[src/rtl/gpio_io_bridge.sv]
// rtl/gpio_io_bridge.sv - board GPIO bridge: input sync/debounce, output change-detect to 74HC595-style serial link
module gpio_io_bridge #(
  parameter int DEBOUNCE_CYCLES = 16,
  parameter int SCLK_DIV        = 4
) (
  input  logic        clk,
  input  logic        rst,
  input  logic [31:0] sw_raw,
  output logic [31:0] gpio_in,
  input  logic [31:0] gpio_out,
  output logic        sr_clk,
  output logic        sr_data,
  output logic        sr_latch,
  output logic        busy,
  output logic        overrun
);

  localparam int CW = $clog2(DEBOUNCE_CYCLES);
  localparam int DW = (SCLK_DIV > 1) ? $clog2(SCLK_DIV) : 1;

  typedef enum logic [1:0] {IDLE, SHIFT, LATCH} state_t;

  logic [31:0]   sync1, sync2, sync2_d;
  logic [CW-1:0] cnt;

  // Whole-word debounce: any movement of the synchronized word restarts the count.
  always_ff @(posedge clk or posedge rst) begin
    if (rst) begin
      sync1   <= '0;
      sync2   <= '0;
      sync2_d <= '0;
      cnt     <= '0;
      gpio_in <= '0;
    end else begin
      sync1   <= sw_raw;
      sync2   <= sync1;
      sync2_d <= sync2;
      if (sync2 == gpio_in) begin
        cnt <= '0;
      end else if (sync2 != sync2_d) begin
        cnt <= '0;
      end else if (cnt == CW'(DEBOUNCE_CYCLES - 1)) begin
        gpio_in <= sync2;
        cnt     <= '0;
      end else begin
        cnt <= cnt + CW'(1);
      end
    end
  end

  state_t        state, state_n;
  logic [31:0]   shadow, pend_word, shifter, shifter_n;
  logic          pending;
  logic [4:0]    bit_cnt, bit_cnt_n;
  logic [DW-1:0] div, div_n;
  logic          sr_clk_n;
  logic          change, consume, div_tc;

  assign change  = (gpio_out != shadow);
  assign consume = (state == IDLE) && pending;
  assign div_tc  = (div == DW'(SCLK_DIV - 1));

  // Single-entry mailbox: a new change always overwrites; set beats the FSM's clear.
  always_ff @(posedge clk or posedge rst) begin
    if (rst) begin
      shadow    <= '0;
      pend_word <= '0;
      pending   <= 1'b0;
      overrun   <= 1'b0;
    end else begin
      overrun <= change && pending && !consume;
      if (change) begin
        shadow    <= gpio_out;
        pend_word <= gpio_out;
        pending   <= 1'b1;
      end else if (consume) begin
        pending <= 1'b0;
      end
    end
  end

  always_ff @(posedge clk or posedge rst) begin
    if (rst) begin
      state   <= IDLE;
      shifter <= '0;
      bit_cnt <= '0;
      div     <= '0;
      sr_clk  <= 1'b0;
    end else begin
      state   <= state_n;
      shifter <= shifter_n;
      bit_cnt <= bit_cnt_n;
      div     <= div_n;
      sr_clk  <= sr_clk_n;
    end
  end

  always_comb begin
    state_n   = state;
    shifter_n = shifter;
    bit_cnt_n = bit_cnt;
    div_n     = div;
    sr_clk_n  = sr_clk;
    case (state)
      IDLE: begin
        if (pending) begin
          shifter_n = pend_word;
          bit_cnt_n = '0;
          div_n     = '0;
          sr_clk_n  = 1'b0;
          state_n   = SHIFT;
        end
      end
      SHIFT: begin
        if (div_tc) begin
          div_n    = '0;
          sr_clk_n = ~sr_clk;
          // Data advances only on the falling edge so it is stable at every rise.
          if (sr_clk) begin
            shifter_n = {shifter[30:0], 1'b0};
            bit_cnt_n = bit_cnt + 5'd1;
            if (bit_cnt == 5'd31) begin
              state_n = LATCH;
            end
          end
        end else begin
          div_n = div + DW'(1);
        end
      end
      LATCH: begin
        if (div_tc) begin
          div_n   = '0;
          state_n = IDLE;
        end else begin
          div_n = div + DW'(1);
        end
      end
      default: state_n = IDLE;
    endcase
  end

  assign sr_data  = (state == SHIFT) && shifter[31];
  assign sr_latch = (state == LATCH);
  assign busy     = (state != IDLE);

endmodule

[config.mk]
export PLATFORM = sky130hd
export DESIGN_NAME = gpio_io_bridge
export DESIGN_NICKNAME = d
export VERILOG_FILES = /design/src/rtl/gpio_io_bridge.sv
export SDC_FILE = /design/constraint.sdc
export NUM_CORES = 1
export LEC_CHECK = 0
export BUFFER_PORTS_ARGS = -buffer_cell sky130_fd_sc_hd__buf_2
export CAP_MARGIN = 0
export CORE_MARGIN = 2
export CORE_UTILIZATION = 32
export DETAILED_ROUTE_END_ITERATION = 8
export PLACE_DENSITY_LB_ADDON = 0.3
export SLEW_MARGIN = 20
export SYNTH_ARGS = -nofsm -noshare
export SYNTH_HDL_FRONTEND = slang
export SYNTH_SLANG_ARGS = --single-unit
[constraint.sdc]
create_clock -name clk -period 9.2 [get_ports clk]
set_clock_uncertainty 0.15 [all_clocks]
set_input_delay 0.92 -clock clk [delete_from_list [all_inputs] [get_ports clk]]
set_output_delay 0.92 -clock clk [all_outputs]
set_load 0.01 [all_outputs]
==> metrics.txt, run 1 <==
fillers=about 2300; worst-path maximum fanout=40; RSZ-0062 raised after global routing=no; CTS buffer count=22; Setup crit start kind=flip-flop; share of layout cells above drive strength 1=0.254; Synth area leaders=dfrtp_1 67%, xor2_1 7.4%, mux2i_1 4.2%; routability cong.=0.774; Worst EP arrival=2090 ps; slew margin rel.=0.429; 1st-iter DRT viols=240; vias in the first global route=between 4000 and 5000; ANT nets after route=0; CTS hold repair buffers=0; Post-synth EDFFs=0; max-slew violations=0; final std cells w/o fill=996; Pleak=4.51 nW; initial antenna violation count=0; Post-Route Setup TNS=0 ps; first-pass GRT wire length=~25000 µm; Syn-to-layout area delta=18.9%; Mean Syn Cell Area=between 10 and 15 µm²; drt total wl=between 15000 and 20000 µm; Setup crit end kind=primary output; max-cap violation count=0; PnR worst setup slack=between 6000 and 7000 ps; Primary FF master, synth=dfrtp_1; Clock Sinks=208; post-CTS resize count=0; H-tree depth=1; worst skew pair latency=510 ps; Final Hold Viols=0; Final setup viols=0; VDD IR max=0.116 mV; gr ovfl total=0; Yosys top cell area share=0.665; min cycle time layout=3160 ps; fin area=9300 µm²; Crit Path Class=flip-flop to primary output; dpl ws=between 6000 and 7000 ps; largest net degree at the start of global routing=127; residual DRC count=0; die area=25700 µm²; Syn Std Cell Area=a little under 8000 µm²; nets=731; min-delay worst type=flip-flop to flip-flop; fin crit share=0.344; Area after DPL=8580 µm²; placed insts=957; CTS tree=yes; WP data required=approximately 8100 ps; Power Density=a little over 200 nW/µm²; Reg clk slew, reported paths=about 60 ps; number of synthesized register bits=208; Hold Worst Slack=178 ps; row count=57; Synth Net Count=about 650; most common cell after layout, fill and taps aside=dfrtp_1; synthesized instance count=574; Setup Buffers After CTS=0; gr usage total=0.121; DIE HEIGHT=160 µm; CTS root buf=clkbuf_16; Final Util=0.385; vias per inst=between 4 and 5; post-detail-place hpwl=10500 µm; total iterations of the first detailed-routing run=4; Post-synth ARST share=1.00; width of the chip=160 µm; sequential share of the synthesized area=0.665; yosys warns=0; CORE AREA=24200 µm²; FMAX=around 0.32 GHz; Pwr Total=1.91 mW; outcome=finished, final reports clean; starting density of the core=0.324; I/O pin cnt=approximately 100; PortBufs=just over 100; most frequent cells in the layout=208 x dfrtp_1, 102 x buf_2, 66 x xor2_1, 41 x nand2_1, 36 x o21ai_0; cell accounting for the most synthesized area=dfrtp_1; via count=4425; Inserted Diodes=0; wire length per cell=15.2 µm; clk buf depth=3; post-synthesis cell type count=27; Worst-Margin Slew=about 860 ps
[final cells by class]
class | count | area [µm²] | area share
clock buffer | 34 | 656 | 0.0705
clock inverter | 5 | 61.3 | 0.00659
inverter | 8 | 37.5 | 0.00403
multi-input combinational | 311 | 2390 | 0.257
sequential | 208 | 5200 | 0.560
tap | 324 | 405 | 0.0436
timing repair buffer | 106 | 544 | 0.0585
[metal layers]
layer	GRT usage	share of wire	vias up
li1	-	-	2072
met1	0.160	0.45	2217
met2	0.205	0.48	110
met3	0.0261	0.046	26
met4	0.0307	0.025	0
met5	0	0	-
[critical path: stages, from the launching register on]
cell     delay [ps]
dfrtp_1         400
inv_1           110
ha_2            210
buf_4           510
and2_1          230
buf_2           130
[path summary, 6_finish.rpt]
path	cells after the start	slack (ps)	end	from
min in group asynchronous	2	450	sync2_d[12]	rst
max	5	6040	sr_data	state[1]
min	0	180	sync2[23]	sync1[23]
max in group asynchronous	3	7240	sync1[0]	rst
min reg2reg	0	180	sync2[23]	sync1[23]
max reg2reg	6	6320	gpio_in[5]	sync2[7]
[logic make-up after synthesis]
| kind of cell | count (synthesis) | synth area share |
|---|---|---|
| buffers and inverters | 55 | 0.0293 |
| adder cells (fa/ha/maj) | 8 | 0.0128 |
| flip-flops | 208 | 0.665 |
| multiplexers | 65 | 0.0883 |
| XOR/XNOR | 99 | 0.111 |
| AND/OR/NAND/NOR | 92 | 0.0568 |
| AO/OA/AOI/OAI | 47 | 0.0369 |
[power breakdown]
part / internal (mW) / total (mW) / switching [mW]
combinational: 0.0322 / 0.0755 / 0.0434
clock: 0.518 / 0.863 / 0.345
sequential: 0.950 / 0.974 / 0.0242
[cells in the mapped netlist, drive strengths merged (8+ instances only)]
| master | number |
|---|---|
| xnor2 | 33 |
| mux2i | 33 |
| o21ai | 36 |
| clkbuf | 44 |
| nand2 | 41 |
| mux2 | 32 |
| inv | 8 |
| nand4 | 13 |
| nor4 | 18 |
| xor2 | 66 |
| dfrtp | 208 |
| ha | 8 |
[state kept, by name, summed over array words and instances (netlist names), 2 cells and up]
signal	cells
pend_word	32
shifter	32
bit_cnt	5
gpio_in	32
sync1	32
div	2
sync2	32
state	2
cnt	4
sync2_d	32
Power figures use the tool's default switching activity.
==> run 2, diff against run 1 <==
Settings changed: ABC_AREA from default to 1.
Clock period 9.2 ns to 2.5 ns, I/O delays scaled along.
==> metrics.txt, run 2 <==
WP data required=2100 ps; most common cell after layout, fill and taps aside=nand2_1; Power Density=687 nW/µm²; top-count cell post-synth=nand2_1; starting density of the core=0.328; ordered cell list for the critical path=inv_1, ha_1, buf_4, nand2_1, inv_1, buf_2; DIE HEIGHT=165 µm; CTS tree=yes; FMAX=0.441 GHz; CP Buf/Inv Count=4; drt total wl=17400 µm; Worst-Margin Slew=492 ps; vias per inst=4.35; slew margin rel.=0.672; PortBufs=102; share of layout cells above drive strength 1=0.177; Setup crit end kind=primary output; Primary FF master, synth=dfrtp_1; sequential share of power=0.497; Critical Path Stages=6; CP dominant cell by count=inv_1; ANT nets after route=0; Post-synth EDFFs=0; delay-heaviest family, CP=buffers and inverters; min cycle time layout=2270 ps; clk buf depth=3; Crit Path Class=flip-flop to primary output; total iterations of the first detailed-routing run=4; 1st-iter DRT viols=344; CORE AREA=about 25000 µm²; Mean Syn Cell Area=9.98 µm²; internal power=5.63 mW; CTS root buf=clkbuf_16; Synth area leaders=dfrtp_1 63%, nand2_1 11%, xnor2_1 5.2%; row count=58; gr usage total=0.131; worst flop-to-flop path endpoint=gpio_in[13]; fin crit share=0.907; top post-synthesis cells by count=235 x nand2_1, 208 x dfrtp_1, 86 x nor2_1; vias in the first global route=5814; Crit-path slowest cell=dfrtp_1; H-tree depth=1; Final Util=0.415; number of synthesized register bits=208; Worst EP arrival=~1900 ps; first-pass GRT wire length=slightly below 30000 µm; RSZ-0062 raised after global routing=no; width of the chip=roughly 170 µm; outcome=finished, final reports clean; Synth Net Count=906; Yosys top cell area share=0.627; Comb pwr share=0.055; r2r setup slk=310 ps; VDD IR max=0.513 mV; Syn Std Cell Area=just over 8000 µm²; routability cong.=0.721; Pleak=5.07 nW; nets=between 1000 and 1500; worst skew pair latency=520 ps; Final setup viols=0; RR Startpoint=sync2[25]; sequential share of the synthesized area=0.627; min-delay worst type=input pin to asynchronous set/reset pin; Hold Worst Slack=between 100 and 150 ps; crit path from=state[1]; gr ovfl total=0; fillers=2488; Post-Route Setup TNS=0 ps; Syn-to-layout area delta=26.5%; switching share of power=0.221; Clock Power Share=0.448; residual DRC count=0; wire length per cell=around 13 µm; CTS buffer count=24; die area=27300 µm²; max incr delay on CP=390 ps; Final Hold Viols=0; post-synthesis cell type count=31; max-slew violations=0; Post-synth ARST share=1.00; max-cap violation count=0; R2R cell count=10; worst-path maximum fanout=37; yosys warns=0; sw power=1.59 mW; I/O pin cnt=103; post-detail-place hpwl=11500 µm; Clock Sinks=between 200 and 250; most frequent cells in the layout=235 x nand2_1, 208 x dfrtp_1, 102 x buf_2, 85 x nor2_1, 65 x dlygate4sd3_1; synthesized instance count=roughly 830; initial antenna violation count=2; via count=5771; post-CTS resize count=0; cell accounting for the most synthesized area=dfrtp_1; Setup crit start kind=flip-flop; largest net degree at the start of global routing=93; Reg clk slew, reported paths=around 60 ps
==> run 2: worst max path at each step <==
stage / slack [ps] / end
2_1_floorplan: -600 / bit_cnt[0]
3_3_place_gp: 300 / gpio_in[22]
3_5_place_dp: 280 / gpio_in[13]
4_1_cts: 200 / sr_data
5_1_grt: 70 / sr_data
6_report: 230 / sr_data
==> run 2: cell families after synthesis <==
group,count (synthesis),synth area share
simple gates,384,0.194
compound gates,49,0.0374
flops,208,0.627
xor+xnor,69,0.0728
buf+inv,114,0.0574
fa+ha+maj,8,0.0121
==> run 2: cell type report <==
class	instances	area, µm²	area share
multi-input cells	510	2630	0.250
clock inverters	5	40.0	0.00381
diodes	1	2.50	0.000238
inverters	56	214	0.0204
repair buffers	181	1300	0.124
flip-flops and latches	208	5200	0.496
clock buffers	37	699	0.0666
well taps	330	413	0.0393
==> run 2: repair_timing <==
action | CTS | global route
setup buffers | 0 | 0
hold buffers | 65 | 0
endpoints found under the setup margin | 0 | 0
endpoints found under the hold margin | 78 | 0
==> run 2: through the flow <==
step	instance area (µm²)	worst slack (ps)	instances	power [mW]
final	10500	232	1328	7.22
after detailed placement	9110	277	1220	3.98
after floorplan	8310	-600	832	3.85
after global routing	10500	72.2	1327	7.57
after global placement	9110	300	1220	3.97
after CTS	10500	203	1327	7.37
==> run 2: power by group through the flow <==
| stage | Combinational (mW) | Clock (mW) | Sequential, mW |
|---|---|---|---|
| 3_5_place_dp | 0.329 | 0 | 3.65 |
| 2_1_floorplan | 0.224 | 0 | 3.62 |
| 5_1_grt | 0.458 | 3.51 | 3.60 |
| 4_1_cts | 0.411 | 3.37 | 3.59 |
| 3_3_place_gp | 0.325 | 0 | 3.64 |
| 6_report | 0.398 | 3.24 | 3.59 |
==> run 2: routing by layer <==
layer | global-route usage | vias to the layer above | part of all wire | routed length, µm
li1 | - | 2902 | - | -
met1 | 0.172 | 2742 | 0.46 | 7990
met2 | 0.223 | 99 | 0.47 | 8240
met3 | 0.0280 | 26 | 0.048 | 838
met4 | 0.0289 | 2 | 0.016 | 277
met5 | 0 | - | 0.00075 | 13
==> run 2: worst min-delay path, delay by kind of cell <==
| family | cells | cell delay [ps] |
|---|---|---|
| buf+inv | 3 | 950 |
